===== src/rtl/execute_pkg.sv =====
// Shared execute-stage definitions: ALU op codes, operand/result widths and
// the arbiter state encoding. Imported by the ALU arbiter and its neighbours.
package execute_pkg;

    localparam int OPW  = 33;   // operand width
    localparam int RESW = 32;   // ALU result width
    localparam int OPCW = 5;    // ALU op code width

    localparam logic [OPCW-1:0] ALU_ADD     = 5'd0;
    localparam logic [OPCW-1:0] ALU_UNKNOWN = 5'd8;

    typedef enum logic [1:0] {
        IDLE = 2'd0,
        BUSY = 2'd1,
        DONE = 2'd2
    } arb_state_t;

endpackage


===== src/rtl/rr_select.sv =====
// Round-robin priority picker (combinational).
// Ports:
//   req_valid  - request vector, one bit per requester
//   rr_ptr     - index with highest priority this cycle
//   any_valid  - at least one request bit is set
//   sel_idx    - first set bit scanning upward from rr_ptr with wrap
module rr_select #(
    parameter  int NUM_REQ = 4,
    localparam int IW      = $clog2(NUM_REQ)
) (
    input  logic [NUM_REQ-1:0] req_valid,
    input  logic [IW-1:0]      rr_ptr,
    output logic               any_valid,
    output logic [IW-1:0]      sel_idx
);

    // one spare bit so rr_ptr + offset can be compared against NUM_REQ
    logic [IW:0] cand;

    assign any_valid = |req_valid;

    // Scan offsets from farthest to nearest so the nearest set bit wins.
    always_comb begin
        sel_idx = rr_ptr;
        cand    = '0;
        for (int k = NUM_REQ - 1; k >= 0; k--) begin
            cand = {1'b0, rr_ptr} + (IW+1)'(k);
            if (cand >= (IW+1)'(NUM_REQ))
                cand = cand - (IW+1)'(NUM_REQ);
            if (req_valid[cand[IW-1:0]])
                sel_idx = cand[IW-1:0];
        end
    end

endmodule


===== src/rtl/alu_arbiter.sv =====
// Round-robin arbiter sharing the execute-stage ALU between NUM_REQ units.
// Ports:
//   clk, reset_n                   - clock, synchronous active-low reset
//   req_valid/req_a/req_b/req_op   - packed per-unit requests
//   flush                          - aborts any in-flight operation
//   alu_in_a/alu_in_b/alu_op       - operands and op code to the ALU
//   alu_start/alu_abort            - one-cycle ALU control pulses
//   alu_done/alu_result            - ALU completion and result
//   grant                          - one-hot owner of the current operation
//   resp_valid/resp_result         - one-hot one-cycle result strobe + data
//   resp_timeout                   - response is a watchdog timeout
//   busy                           - arbiter is not idle
//
// state | meaning
// IDLE  | arbitrate among valid requests (suppressed by flush)
// BUSY  | operation issued, waiting for alu_done / watchdog / flush
// DONE  | response strobe cycle, then advance round-robin pointer
module alu_arbiter
    import execute_pkg::*;
#(
    parameter int NUM_REQ = 4,
    parameter int TIMEOUT = 64
) (
    input  logic                    clk,
    input  logic                    reset_n,
    input  logic [NUM_REQ-1:0]      req_valid,
    input  logic [NUM_REQ*OPW-1:0]  req_a,
    input  logic [NUM_REQ*OPW-1:0]  req_b,
    input  logic [NUM_REQ*OPCW-1:0] req_op,
    input  logic                    flush,
    output logic [OPW-1:0]          alu_in_a,
    output logic [OPW-1:0]          alu_in_b,
    output logic [OPCW-1:0]         alu_op,
    output logic                    alu_start,
    output logic                    alu_abort,
    input  logic                    alu_done,
    input  logic [RESW-1:0]         alu_result,
    output logic [NUM_REQ-1:0]      grant,
    output logic [NUM_REQ-1:0]      resp_valid,
    output logic [RESW-1:0]         resp_result,
    output logic                    resp_timeout,
    output logic                    busy
);

    localparam int IW = $clog2(NUM_REQ);
    localparam int TW = $clog2(TIMEOUT + 1);
    localparam logic [TW-1:0]      T_LAST   = TW'(TIMEOUT - 1);
    localparam logic [IW-1:0]      IDX_LAST = IW'(NUM_REQ - 1);
    localparam logic [NUM_REQ-1:0] ONE      = NUM_REQ'(1);

    arb_state_t          state, state_nx;
    logic [IW-1:0]       rr_ptr, rr_ptr_nx, idx, idx_nx, idx_inc;
    logic [TW-1:0]       timer, timer_nx;
    logic [OPW-1:0]      a_nx, b_nx, sel_a, sel_b;
    logic [OPCW-1:0]     op_nx, sel_op;
    logic                start_nx, abort_nx, rt_nx;
    logic [NUM_REQ-1:0]  grant_nx, rv_nx;
    logic [RESW-1:0]     rr_nx;
    logic                any_valid;
    logic [IW-1:0]       sel_idx;

    rr_select #(.NUM_REQ(NUM_REQ)) u_rr_select (
        .req_valid (req_valid),
        .rr_ptr    (rr_ptr),
        .any_valid (any_valid),
        .sel_idx   (sel_idx)
    );

    // explicit wrap so non-power-of-two NUM_REQ never points past the end
    assign idx_inc = (idx == IDX_LAST) ? '0 : idx + 1'b1;
    assign busy    = (state != IDLE);

    always_comb begin
        sel_a  = '0;
        sel_b  = '0;
        sel_op = ALU_UNKNOWN;
        for (int i = 0; i < NUM_REQ; i++) begin
            if (sel_idx == IW'(i)) begin
                sel_a  = req_a[i*OPW +: OPW];
                sel_b  = req_b[i*OPW +: OPW];
                sel_op = req_op[i*OPCW +: OPCW];
            end
        end
    end

    always_comb begin
        state_nx  = state;
        rr_ptr_nx = rr_ptr;
        idx_nx    = idx;
        timer_nx  = timer;
        a_nx      = alu_in_a;
        b_nx      = alu_in_b;
        op_nx     = alu_op;
        start_nx  = 1'b0;
        abort_nx  = 1'b0;
        grant_nx  = grant;
        rv_nx     = '0;
        rr_nx     = resp_result;
        rt_nx     = resp_timeout;
        unique case (state)
            IDLE: begin
                if (any_valid && !flush) begin
                    idx_nx   = sel_idx;
                    a_nx     = sel_a;
                    b_nx     = sel_b;
                    op_nx    = sel_op;
                    grant_nx = ONE << sel_idx;
                    timer_nx = '0;
                    start_nx = 1'b1;
                    state_nx = BUSY;
                end
            end
            BUSY: begin
                // flush beats alu_done; alu_done beats the watchdog
                if (flush) begin
                    abort_nx  = 1'b1;
                    rr_ptr_nx = idx_inc;
                    grant_nx  = '0;
                    op_nx     = ALU_UNKNOWN;
                    state_nx  = IDLE;
                end else if (alu_done) begin
                    rr_nx    = alu_result;
                    rt_nx    = 1'b0;
                    rv_nx    = ONE << idx;
                    state_nx = DONE;
                end else if (timer == T_LAST) begin
                    abort_nx = 1'b1;
                    rr_nx    = '0;
                    rt_nx    = 1'b1;
                    rv_nx    = ONE << idx;
                    state_nx = DONE;
                end else if (timer != {TW{1'b1}}) begin
                    timer_nx = timer + 1'b1;
                end
            end
            DONE: begin
                rr_ptr_nx = idx_inc;
                grant_nx  = '0;
                op_nx     = ALU_UNKNOWN;
                state_nx  = IDLE;
            end
            default: state_nx = IDLE;
        endcase
    end

    always_ff @(posedge clk) begin
        if (!reset_n) begin
            state        <= IDLE;
            rr_ptr       <= '0;
            idx          <= '0;
            timer        <= '0;
            alu_in_a     <= '0;
            alu_in_b     <= '0;
            alu_op       <= ALU_UNKNOWN;
            alu_start    <= 1'b0;
            alu_abort    <= 1'b0;
            grant        <= '0;
            resp_valid   <= '0;
            resp_result  <= '0;
            resp_timeout <= 1'b0;
        end else begin
            state        <= state_nx;
            rr_ptr       <= rr_ptr_nx;
            idx          <= idx_nx;
            timer        <= timer_nx;
            alu_in_a     <= a_nx;
            alu_in_b     <= b_nx;
            alu_op       <= op_nx;
            alu_start    <= start_nx;
            alu_abort    <= abort_nx;
            grant        <= grant_nx;
            resp_valid   <= rv_nx;
            resp_result  <= rr_nx;
            resp_timeout <= rt_nx;
        end
    end

endmodule


===== config.mk =====
export PLATFORM = sky130hd
export DESIGN_NAME = alu_arbiter
export DESIGN_NICKNAME = d
export VERILOG_FILES = /design/src/rtl/execute_pkg.sv /design/src/rtl/rr_select.sv /design/src/rtl/alu_arbiter.sv
export SDC_FILE = /design/constraint.sdc
export NUM_CORES = 1
export LEC_CHECK = 0
export CAP_MARGIN = 15
export CORE_AREA = 4 4 171 173
export DETAILED_ROUTE_END_ITERATION = 8
export DIE_AREA = 0 0 175 177
export GPL_TIMING_DRIVEN = 0
export SKIP_LAST_GASP = 1
export SYNTH_ARGS = -nofsm -noshare
export SYNTH_HDL_FRONTEND = slang
export SYNTH_SLANG_ARGS = --single-unit

===== constraint.sdc =====
create_clock -name clk -period 2.9 [get_ports clk]
set_input_delay 0.87 -clock clk [delete_from_list [all_inputs] [get_ports clk]]
set_output_delay 0.87 -clock clk [all_outputs]
set_load 0.02 [all_outputs]

==> results.txt <==
----------------------------------------------------
[Outcome]
  Outcome ... finished, final reports clean

[Clock network]
  Clock sink count ... 127
  TritonCTS clock tree ... done
  Number of buffers inserted during clock tree synthesis ... 17
  Buffers inserted during post-CTS setup optimization ... 0
  Number of buffers on the longest clock path ... 2
  Clock insertion delay at the later pin of the skew report ... 0.42 ns
  Clock-pin slew reported for the worst setup and hold paths after clock tree synthesis ... 0.07 ns
  Clock root buffer ... sky130_fd_sc_hd__clkbuf_16
  H-tree lvl count ... 4

[Timing]
  Final Skew ... 0.0138 ns
  Shortest period the worst path allows ... 2.81 ns
  Slew headroom ... 0.567
  Setup repair after global routing missed its margin ... yes
  Worst slew pin tran ... 0.650 ns
  Final number of max-transition violations ... 0
  Hold Fails Final Rpt ... 0
  Final setup violation count ... 0
  Final worst path period share ... 0.967
  Max Freq ... 356 MHz

[GRT]
  Residual overflow from global routing ... 0
  Tot GR Track Use ... 0.206
  Global-route wire length before repair ... 48900 um
  GR Layer Usage met2 ... 0.353
  Antenna violations before repair ... 7
  Vias in the first global route ... 8158
  Maximum number of pins on one net before global-route repair ... 17
  Most Crowded Layer GR ... met2
  Global-route track usage on met3 ... 0.0829
  Met1 track demand over resource in global routing ... 0.235

[Placed design]
  Cell area after placement ... 11300 um2
  Number of placed instances with taps included ... 1694
  Port Buffers ... 436
  RD Place Congestion ... 0.857
  Dpl hpwl ... 26600 um

[Critical path]
  FF-to-FF path depth ... 9
  Source of the worst register-to-register timing path ... rr_ptr[1]
  Start point of the critical path ... state[0]
  Kind of launch point of the worst setup path ... flip-flop
  Kind of end point of the critical path ... output port
  Cell mode on critical path ... sky130_fd_sc_hd__inv_1
  Slowest cell on the critical path ... sky130_fd_sc_hd__clkdlybuf4s50_1
  Worst Path Required ... 2.03 ns
  Worst path cell trace ... inv_1 -> ha_1 -> inv_1 -> clkdlybuf4s50_1
  Stage delay of the slowest cell on the critical path ... 0.68 ns
  Largest fanout on the critical path ... 4
  Flop-to-flop setup slack ... 0.50 ns
  Category of the critical setup timing path ... reg2out
  Crit path arrival time ... 1.94 ns
  Worst reg2reg endpoint ... alu_in_a[22]

[Synthesis]
  Total nets after synthesis ... 1211
  Number of synthesized flops with an enable pin ... 0
  Top area cells in the synthesized netlist ... sky130_fd_sc_hd__dfxtp_1 (39%), sky130_fd_sc_hd__nand2_1 (17%), sky130_fd_sc_hd__a21oi_1 (11%)
  Yosys cell types ... 47
  Mapped cell area ... 6500 um2
  Post-Syn Instances ... 880
  Dominant register cell in the synthesized netlist ... sky130_fd_sc_hd__dfxtp_1
  Post-synthesis register bit count ... 127
  Mean area per synthesized cell ... 7.39 um2
  Part of the Yosys area used for sequential elements ... 0.391
  Portion of synthesized cell area occupied by the leading cell type ... 0.391
  Async SR Flop Fraction ... 0
  Yosys synthesis warning count ... 0
  Cell taking the most area after synthesis ... sky130_fd_sc_hd__dfxtp_1

[Die]
  Total die area ... 31000 um2
  Core region area ... 27600 um2
  Placement Rows ... 61
  Die outline height ... 177 um
  Effective utilization at floorplan ... 0.235
  Horiz. Die Dim ... 175 um
  Number of top-level pins ... 439

[Final layout]
  Net total in the final layout ... 1666
  Final cell area excluding filler cells ... 12000 um2
  Ratio of cells with drive above 1 in the final layout ... 0.0638
  Area of the multi-input gates ... 3640 um2
  Area added between synthesis and finish ... 84.8%
  Filler instances ... 2839
  Area taken by flip-flops and latches ... 2540 um2
  Most used cells in the layout excluding fill and tap cells ... sky130_fd_sc_hd__clkdlybuf4s50_1 (434), sky130_fd_sc_hd__nand2_1 (289), sky130_fd_sc_hd__a21oi_1 (142)
  Count of non-filler cells in the finished layout ... 1729
  Leading cell type in the layout, fill and taps excluded ... sky130_fd_sc_hd__clkdlybuf4s50_1

[Route]
  Number of DRC violations after detailed-routing iteration 0 ... 406
  Drt first pass iters ... 5
  Vias per cell ... 4.67
  Per-cell routed wire length ... 19.3 um
  Aggregate routed wire length ... 33400 um
  Remaining number of nets flagged by the antenna check after routing ... 0
  Drc violations ... 0
  Vias after detailed routing ... 8070

[Run]
  Number of max-cap violations ... 0

[Hold path]
  Hold Path Cell Cnt ... 2
  Worst Min Path Start ... timer[6]
  Path class of the lowest-slack min-delay path ... reg2reg
  Worst Hold Path EP ... timer[6]

[Power and ir drop]
  Leak Pwr ... 5.04 nW
  Pwr dens ... 500 nW/um2
  Worst vdd ir ... 0.269 mV

----------------------------------------------------
## synthesized netlist by cell type (2+ instances only)
library cell,count
sky130_fd_sc_hd__clkbuf_1,35
sky130_fd_sc_hd__xnor2_1,4
sky130_fd_sc_hd__a21oi_1,144
sky130_fd_sc_hd__buf_2,31
sky130_fd_sc_hd__a211o_1,66
sky130_fd_sc_hd__a32oi_1,4
sky130_fd_sc_hd__nor4_1,2
sky130_fd_sc_hd__a21boi_0,2
sky130_fd_sc_hd__and2_1,4
sky130_fd_sc_hd__nand2_1,289
sky130_fd_sc_hd__o21ai_1,2
sky130_fd_sc_hd__a22oi_1,35
sky130_fd_sc_hd__nor3b_1,2
sky130_fd_sc_hd__mux2i_1,2
sky130_fd_sc_hd__inv_1,11
sky130_fd_sc_hd__o21ai_0,7
sky130_fd_sc_hd__nor3_1,6
sky130_fd_sc_hd__nor2b_1,43
sky130_fd_sc_hd__dfxtp_1,127
sky130_fd_sc_hd__o21a_1,3
sky130_fd_sc_hd__a21boi_1,3
sky130_fd_sc_hd__buf_4,3
sky130_fd_sc_hd__ha_1,7
sky130_fd_sc_hd__a31o_2,2
sky130_fd_sc_hd__nand3_1,6
sky130_fd_sc_hd__inv_2,2
sky130_fd_sc_hd__or2_1,2
sky130_fd_sc_hd__nor2_1,12
sky130_fd_sc_hd__and3_1,6
## routing by layer
metal  vias to the layer above  share of wire  routed length (um)
li1                       3939              -                   -
met1                      3729           0.40               13200
met2                       338           0.48               16200
met3                        56          0.093                3100
met4                         8          0.026                 884
met5                         -         0.0015                  50
## stage by stage
stage          setup TNS [ns]   util  power, mW  setup WS (ns)  hold slack, ns
2_1_floorplan               0      -       2.74          0.445           0.409
3_3_place_gp           -54.34  0.410       3.71          -1.06           0.418
3_5_place_dp           -54.52  0.410       3.72          -1.04           0.423
4_1_cts                     0  0.434       6.10          0.117           0.431
5_1_grt               -0.0331  0.435       6.29        -0.0134           0.449
6_report                    0  0.435       6.01         0.0949           0.432
## worst max path at each step
stage                   end  slack [ns]  cells after the start
5_1_grt        alu_in_b[18]       -0.01                      9
6_report               busy        0.09                      4
3_3_place_gp   alu_in_a[20]       -1.06                      9
2_1_floorplan   alu_in_a[0]        0.44                     10
3_5_place_dp   alu_in_a[20]       -1.04                      9
4_1_cts                busy        0.12                      4
## cell families (layout without fill, tap and decap cells)
group,count (synthesis),in the layout,share of synthesized area
mux,4,4,0.00654
flops,127,127,0.391
compound gates,277,277,0.278
xor+xnor,4,4,0.00539
fa+ha+maj,7,7,0.0135
buf+inv,82,550,0.0551
simple gates,379,379,0.250
other cells,0,3,0
## power breakdown
part | internal, mW | switching, mW
Sequential | 1.89 | 0.0805
Clock | 1.39 | 0.933
Combinational | 0.875 | 0.842
Total | 4.15 | 1.86
## critical path: cells and delay by family (launching register included)
family / cells / cell delay, ns
fa+ha+maj: 1 / 0.23
buf+inv: 3 / 0.93
flops: 1 / 0.36
## registers in the layout, summed over array words and instances, names as in the netlist
register and count:
alu_abort 1, alu_in_a 33, alu_in_b 33, alu_op 5, alu_start 1, grant 4
idx 2, resp_result 32, resp_timeout 1, resp_valid 4, rr_ptr 2, state 2
timer 7
## area by class of cell
type / instances / area share
flip-flops and latches: 127 / 0.212
multi-input cells: 671 / 0.303
clock inverters: 14 / 0.0161
well taps: 378 / 0.0394
inverters: 13 / 0.00406
repair buffers: 436 / 0.363
diodes: 3 / 0.000625
plain buffers: 69 / 0.0267
clock buffers: 18 / 0.0357
## repair_timing
item,in CTS,in global routing
setup endpoints to repair,72,5
hold buffers,0,0
cloned,0,0
resized for setup,14,3
No activity file was read; power rests on OpenSTA's default activity.
